## config.mk

```make
export PLATFORM = sky130hd
export DESIGN_NAME = beta_mem_arbiter
export DESIGN_NICKNAME = d
export VERILOG_FILES = /design/src/rtl/beta_mem_arbiter_pkg.sv /design/src/rtl/beta_mem_arbiter_timer.sv /design/src/rtl/beta_mem_arbiter.sv
export SDC_FILE = /design/constraint.sdc
export NUM_CORES = 1
export LEC_CHECK = 0
export CAP_MARGIN = 20
export CORE_ASPECT_RATIO = 1.4
export CORE_UTILIZATION = 41
export DETAILED_ROUTE_END_ITERATION = 8
export PLACE_DENSITY = 0.81
export SLEW_MARGIN = 10
export SYNTH_ARGS = -nofsm -noshare
export SYNTH_HDL_FRONTEND = slang
export SYNTH_SLANG_ARGS = --single-unit
```

## constraint.sdc

```tcl
create_clock -name clk -period 4.82 [get_ports clk]
set_input_delay 0.723 -clock clk [delete_from_list [all_inputs] [get_ports clk]]
set_output_delay 0.723 -clock clk [all_outputs]
set_load 0.02 [all_outputs]
```

## src/rtl/beta_mem_arbiter_pkg.sv

```systemverilog
// Shared Beta memory arbiter definitions: state encodings,
// requester IDs and parameter defaults.
package beta_mem_arbiter_pkg;

  typedef enum logic [1:0] {
    IDLE   = 2'd0,
    ACCESS = 2'd1,
    RESP   = 2'd2
  } state_t;

  typedef enum logic {
    REQ_IF = 1'b0,
    REQ_D  = 1'b1
  } req_id_t;

  localparam logic [31:0] ERR_DATA_DEF = 32'hDEADBEEF;
  localparam int unsigned TIMEOUT_DEF  = 16;

  // Bits needed to count up to t without wrapping
  function automatic int unsigned cnt_width(int unsigned t);
    return (t < 2) ? 1 : $clog2(t + 1);
  endfunction

endpackage

```

## src/rtl/beta_mem_arbiter_timer.sv

```systemverilog
// ACCESS-phase watchdog: counts cycles since start, flags
// the final permitted cycle.
module access_timer
  import beta_mem_arbiter_pkg::*;
#(
  parameter int unsigned TIMEOUT = TIMEOUT_DEF
) (
  input  logic clk,
  input  logic rst,
  input  logic start,
  input  logic enable,
  output logic expired
);

  localparam int unsigned CW = cnt_width(TIMEOUT);
  localparam bit          EN = (TIMEOUT != 0);
  localparam logic [CW-1:0] LAST =
    EN ? CW'(TIMEOUT - 1) : '0;

  logic [CW-1:0] cnt_q, cnt_d;

  always_comb begin
    cnt_d = cnt_q;
    if (start)
      cnt_d = '0;
    else if (enable && cnt_q != LAST)
      cnt_d = cnt_q + CW'(1);
  end

  always_ff @(posedge clk or posedge rst) begin
    if (rst) cnt_q <= '0;
    else     cnt_q <= cnt_d;
  end

  assign expired = EN && enable && (cnt_q == LAST);

endmodule

```

## src/rtl/beta_mem_arbiter.sv

```systemverilog
// Two-port (fetch/data) arbiter onto a single memory port,
// fixed data priority, with optional access timeout.
module beta_mem_arbiter
  import beta_mem_arbiter_pkg::*;
#(
  parameter int unsigned TIMEOUT  = TIMEOUT_DEF,
  parameter logic [31:0] ERR_DATA = ERR_DATA_DEF
) (
  input  logic        clk,
  input  logic        rst,
  input  logic        if_req,
  input  logic [31:0] if_addr,
  output logic [31:0] if_rdata,
  output logic        if_ack,
  input  logic        d_req,
  input  logic        d_we,
  input  logic [31:0] d_addr,
  input  logic [31:0] d_wdata,
  output logic [31:0] d_rdata,
  output logic        d_ack,
  output logic [31:0] mem_addr,
  output logic [31:0] mem_wdata,
  output logic        mem_re,
  output logic        mem_we,
  input  logic [31:0] mem_rdata,
  input  logic        mem_ready,
  output logic        bus_err
);

  state_t      state_q;
  req_id_t     id_q;
  logic        we_q, err_q;
  logic [31:0] addr_q, wdata_q;
  logic [31:0] if_rdata_q, d_rdata_q;
  logic        grant, in_acc, expired;

  assign grant  = (state_q == IDLE) && (d_req || if_req);
  assign in_acc = (state_q == ACCESS);

  access_timer #(.TIMEOUT(TIMEOUT)) u_timer (
    .clk     (clk),
    .rst     (rst),
    .start   (grant),
    .enable  (in_acc),
    .expired (expired)
  );

  always_ff @(posedge clk or posedge rst) begin
    if (rst) begin
      state_q    <= IDLE;
      id_q       <= REQ_IF;
      we_q       <= 1'b0;
      err_q      <= 1'b0;
      addr_q     <= '0;
      wdata_q    <= '0;
      if_rdata_q <= '0;
      d_rdata_q  <= '0;
    end else begin
      unique case (state_q)
        IDLE: begin
          err_q <= 1'b0;
          if (d_req) begin
            state_q <= ACCESS;
            id_q    <= REQ_D;
            we_q    <= d_we;
            addr_q  <= d_addr;
            wdata_q <= d_wdata;
          end else if (if_req) begin
            state_q <= ACCESS;
            id_q    <= REQ_IF;
            we_q    <= 1'b0;
            addr_q  <= if_addr;
            wdata_q <= '0;
          end
        end
        ACCESS: begin
          // A ready on the last permitted cycle still completes normally
          if (mem_ready || expired) begin
            state_q <= RESP;
            err_q   <= !mem_ready;
            if (!we_q) begin
              if (id_q == REQ_D)
                d_rdata_q  <= mem_ready ? mem_rdata : ERR_DATA;
              else
                if_rdata_q <= mem_ready ? mem_rdata : ERR_DATA;
            end
          end
        end
        RESP: begin
          state_q <= IDLE;
          err_q   <= 1'b0;
        end
        default: state_q <= IDLE;
      endcase
    end
  end

  assign mem_addr  = addr_q;
  assign mem_wdata = wdata_q;
  assign mem_re    = in_acc && !we_q;
  assign mem_we    = in_acc && we_q;
  assign if_ack    = (state_q == RESP) && (id_q == REQ_IF);
  assign d_ack     = (state_q == RESP) && (id_q == REQ_D);
  assign bus_err   = (state_q == RESP) && err_q;
  assign if_rdata  = if_rdata_q;
  assign d_rdata   = d_rdata_q;

endmodule

```

==> flow_summary.toml, run 1 <==
[detailed_routing]
postRouteAntennaNets = 0
wl_per_cell_um = 18.3
route.detailed.drc = 0
vias = 4644
first_iter_violations = 200
drt_pass1_iterations = 4
wl_mm = 16.0
vias_per_cell = 5.32

[timing]
max_slew_margin_pct = 30.9
min_period_ns = 2.68
finalHoldViolCount = 0
final.period_utilization_pct = 55.6
drv_slew = 0
final.setup.worst_slack_ns = 2.14
rsz0062_at_grt = "false"
setup_viol = 0
tightestPinTransition_ns = 1.04
finClkSkew_ns = 0.0101
setup_tns_ns = 0
max_freq_mhz = 373

[grt]
antenna_found_initial = 0
grt_pass1_vias = 4825
grt_overflow = 0
grt_max_degree = 116
grtUsageTotal_pct = 23.4
grt_pass1_wl_mm = 25.3

[layout]
num-fill-cells = 950
final_layout_size_suffix_gt1_share_pct = 6.47
area_delta_synth_final_pct = 63.4
fin_nets = 819
antenna_cells = 0

[synth]
synthArstFlopShare_pct = 100
synth_edf_count = 0
yosys_most_used_dff = "dfrtp_1"
yosysTopAreaCellShare_pct = 63.0
yosys.area.top_type = "dfrtp_1"
syn-num-nets = 564
ys_types = 28
ys_ff_latch = 138
syn_area_sq_mm = 0.00548
synth.yosys.seq_area_share_pct = 63.0
synth_area_per_cell_sq_um = 12.8
synthCells = 428
ys_warn_count = 0
synthTopCellsByArea = "dfrtp_1, mux2i_1, o22a_1"

[power]
vdd_ir_drop_max_uv = 306
power_density_mw_per_mm2 = 697
leakage_nw = 3.78

[cts]
clock_tree.root_cell = "clkbuf_16"
hold_buffers = 0
cts_buffers = 17
postCtsResizedCells = 0
post_cts_buffers = 0
clk_path_buf_depth = 2
clk_latency_ns = 0.40
cts_tree = "built"
clk_pin_slew_ns = 0.06
cts.sink_count = 138
h-tree-depth = 4

[setup_path]
start_kind = "flop"
cp-end-kind = "output port"
crit_end = "mem_re"
crit_chain = "nor3b_4 > clkdlybuf4s50_1"
cp_data_required_time_ns = 4.10
rr_endpoint = "d_rdata[1]"
cp_slowest_cell = "clkdlybuf4s50_1"
crit_fanout = 9
r2r_slack_ns = 2.53
rr_startpoint = "u_timer.cnt_q[0]"
worstPathArrival_ns = 1.96
rr_worst_depth = 6
cpPeakStageDelay_ns = 0.70
crit_start = "state_q[1]"
worstSetupPathType = "flop to output port"

[min_path]
hold_class = "flop to flop"

[status]
status = "finished, final reports clean"

[floorplanning]
top_level_ports = 267
rows = 49
dieArea_sq_mm = 0.0138
floorplan.initialDensity_pct = 42.3
die_w_um = 99.7
dieHeight_um = 139
core_sq_mm = 0.0129

[place]
io_buffer_count = 266
place_congestion = 0.818
dp_slack_ns = 1.95
place_hpwl_mm = 11.4

[job]
maxCapViolations = 0
==> flip-flops by register name (all words and copies together) (netlist names) <==
name           count
if_rdata          32
state_q            2
u_timer.cnt_q      5
mem_addr          32
we_q               1
mem_wdata         32
d_rdata           32
id_q               1
err_q              1
==> critical path, delay by kind of cell, from the launching register on <==
| kind | cells | cell delay (ns) |
|---|---|---|
| buffers and inverters | 1 | 0.70 |
| AND/OR/NAND/NOR | 1 | 0.36 |
| flip-flops | 1 | 0.49 |
==> cells in the final DEF, fill, tap and decap left out <==
cell type          n
buf_4              4
o21ai_1            2
inv_6              3
nor3b_4            2
ha_1               2
a211oi_1           2
clkinvlp_4         3
nor4bb_1           1
clkdlybuf4s50_1  265
nand3_1            1
a22o_1            41
bufinv_16          5
nor3b_2            1
nor3_1             2
and2_2             1
a21o_1             1
and3b_1            1
xnor2_1            2
nand3b_1           2
nor2_1             7
dfrtp_1          138
mux2i_1           42
inv_1             12
clkinv_4           3
clkbuf_8           1
o21ai_4            1
o22a_1            48
clkbuf_16         17
buf_2              1
and3_1             5
or2_1              1
buf_8              1
a21oi_1            1
nand4_1            1
buf_16             1
o21ai_0           64
nor2_2             1
nand2_1            9
==> Yosys cell counts, types with 2 or more instances <==
cell type,number
a211oi_1,2
a22o_1,41
and3_1,5
buf_2,15
clkbuf_1,20
dfrtp_1,138
ha_1,2
inv_1,13
mux2i_1,42
nand2_1,9
nand3b_1,2
nor2_1,8
nor3_1,2
nor3b_4,2
o21ai_0,65
o21ai_1,2
o22a_1,48
xnor2_1,2
==> layout make-up <==
class                      count  area [sq um]  area share, %
tap                          178           223           2.49
clock buffer                  18           439           4.91
multi-input combinational    241          1830           20.5
inverter                      13          53.8          0.601
timing repair buffer         272          2730           30.5
clock inverter                13           216           2.42
sequential                   138          3450           38.6
==> layer usage <==
layer  part of all wire, %  global-route usage (%)  vias to the layer above
met5                     0                       0                        -
met4                   3.6                    11.5                        0
met3                   5.7                    5.59                       38
met2                    52                    39.8                      214
met1                    39                    27.4                     2296
li1                      -                       -                     2096
==> per-stage QoR <==
step,power [mW],instances,util (%),hold slack (ns),area [sq um]
global placement,4.71,840,63.8,0.464,8250
finish,6.24,873,69.2,0.480,8950
CTS,6.28,871,68.8,0.490,8900
floorplan,3.41,428,-,0.431,5480
detailed placement,4.82,840,63.8,0.477,8250
global route,6.55,873,69.2,0.499,8950
==> power by group <==
part           internal (mW)  switching [mW]  leakage [nW]  total, mW
sequential              1.70           0.333          1.67       2.03
clock                  0.935           0.496         0.309       1.43
combinational           1.37            1.41          1.81       2.78
total                   4.00            2.23          3.78       6.24
==> logic make-up after synthesis <==
logic type	synth area share, %
AO/OA/AOI/OAI	20.9
flip-flops	63.0
buffers and inverters	3.77
multiplexers	7.67
AND/OR/NAND/NOR	3.88
XOR/XNOR	0.320
adder cells (fa/ha/maj)	0.457
==> how the worst min path moves through the flow <==
| stage | from | endpoint | slack, ns | cells after the start |
|---|---|---|---|---|
| floorplan | u_timer.cnt_q[3] | u_timer.cnt_q[3] | 0.43 | 1 |
| global placement | u_timer.cnt_q[3] | u_timer.cnt_q[3] | 0.46 | 1 |
| detailed placement | if_rdata[19] | if_rdata[19] | 0.48 | 1 |
| CTS | if_rdata[1] | if_rdata[1] | 0.49 | 1 |
| global route | d_rdata[12] | d_rdata[12] | 0.50 | 1 |
| finish | u_timer.cnt_q[3] | u_timer.cnt_q[3] | 0.48 | 1 |
(Power assumes the default switching activity.)
==> run 2, diff against run 1 <==
Clock period 4.82 ns to 2.49 ns, I/O delays scaled along.
==> flow_summary.toml, run 2 (synthesized netlist as in run 1, its figures left out) <==
[status]
status = "finished, final reports clean"

[power]
p_comb_share_pct = 45.2
switchingPower_mw = 4.32
clkPwrFrac_pct = 22.2
power_density_mw_per_mm2 = 1330
power.internal_mw = 7.68
p_sw_share_pct = 36.0
vdd_ir_drop_max_uv = 655
leakage_nw = 3.82
seqPwrFrac_pct = 32.6

[setup_path]
crit_start = "state_q[1]"
crit_family = "buffers and inverters"
cpPeakStageDelay_ns = 0.70
crit_end = "mem_re"
crit_fanout = 9
r2r_slack_ns = 0.29
rr_worst_depth = 6
cp_data_required_time_ns = 2.12
crit_chain = "nor3b_4 > clkdlybuf4s50_1"
rr_endpoint = "d_rdata[13]"
cp-end-kind = "output port"
start_kind = "flop"
worstPathArrival_ns = 1.96
worstSetupPathType = "flop to output port"
cp_slowest_cell = "clkdlybuf4s50_1"
rr_startpoint = "u_timer.cnt_q[0]"
worst-path-buf-inv = 1
cp.depth = 2

[min_path]
hold_class = "input port to asynchronous set/reset pin"

[grt]
grtUsageTotal_pct = 23.5
grt_max_degree = 56
antenna_found_initial = 0
grt_overflow = 0
grt_pass1_wl_mm = 25.2
grt_pass1_vias = 4867

[cts]
cts_tree = "built"
clk_latency_ns = 0.41
cts_buffers = 17
cts.sink_count = 138
clock_tree.root_cell = "clkbuf_16"
clk_path_buf_depth = 2
h-tree-depth = 4
clk_pin_slew_ns = 0.05

[timing]
drv_slew = 0
finalHoldViolCount = 0
finClkSkew_ns = 0.0107
max_slew_margin_pct = 33.9
max_freq_mhz = 428
final.period_utilization_pct = 93.8
rsz0062_at_grt = "false"
setup_tns_ns = 0
min_period_ns = 2.34
tightestPinTransition_ns = 0.991
whs_ns = 0.347
setup_viol = 0

[layout]
final_layout_size_suffix_gt1_share_pct = 7.53
final_cell_area_sq_mm = 0.00899
utilization_pct = 69.5
antenna_cells = 0
area_delta_synth_final_pct = 64.1
fin_nets = 827
final_cell_mix = "clkdlybuf4s50_1, dfrtp_1, o21ai_0"
layout_commonest_cell = "clkdlybuf4s50_1"

[floorplanning]
dieHeight_um = 139
dieArea_sq_mm = 0.0138
die_w_um = 99.7
core_sq_mm = 0.0129
rows = 49
top_level_ports = 267
floorplan.initialDensity_pct = 42.3

[job]
maxCapViolations = 0

[place]
io_buffer_count = 266
placed_area_sq_mm = 0.00833
place_congestion = 0.784
place_hpwl_mm = 11.7

[detailed_routing]
vias_per_cell = 5.26
wl_mm = 16.0
drt_pass1_iterations = 5
wl_per_cell_um = 18.1
vias = 4637
first_iter_violations = 123
route.detailed.drc = 0
postRouteAntennaNets = 0
run 2: final cells by class:
cell class	instances	area, sq um
clock inverters	13	190
inverters	13	52.6
flip-flops and latches	138	3450
fillers	912	3950
well taps	178	223
clock buffers	19	443
multi-input cells	241	1830
repair buffers	280	2800
run 2: stage by stage:
stage	setup WS, ns	instances	power (mW)
2_1_floorplan	0.395	428	6.60
3_3_place_gp	0.293	848	9.17
3_5_place_dp	0.0951	848	9.34
4_1_cts	0.0583	880	12.1
5_1_grt	0.0493	882	12.6
6_report	0.154	882	12.0
run 2: what timing repair did:
item / in CTS / in global routing
hold buffers: 0 / 0
gates resized for setup: 0 / 1
endpoints found under the setup margin: 0 / 39
buffers inserted: 0 / 1
endpoints found under the hold margin: 0 / 0
run 2: how the worst min path moves through the flow:
| stage | endpoint | slack, ns | depth (start not counted) |
|---|---|---|---|
| 6_report | d_rdata[6] | 0.35 | 2 |
| 5_1_grt | d_rdata[6] | 0.36 | 2 |
| 4_1_cts | u_timer.cnt_q[0] | 0.34 | 2 |
| 3_5_place_dp | d_rdata[19] | 0.48 | 1 |
| 3_3_place_gp | u_timer.cnt_q[3] | 0.46 | 1 |
| 2_1_floorplan | u_timer.cnt_q[3] | 0.43 | 1 |
run 2: metal layers:
metal	GRT usage (%)	part of all wire, %	vias to the layer above
li1	-	-	2109
met4	9.06	2.6	0
met1	26.2	38	2286
met3	5.75	6.0	27
met5	0	0	-
met2	42.5	53	215
run 2: power groups by stage:
stage | sequential [mW] | clock (mW) | combinational (mW)
after floorplan | 5.03 | 0 | 1.57
after global placement | 3.88 | 0 | 5.29
after detailed placement | 3.91 | 0 | 5.43
after CTS | 3.91 | 2.71 | 5.47
after global routing | 4.04 | 2.81 | 5.74
final | 3.91 | 2.66 | 5.42
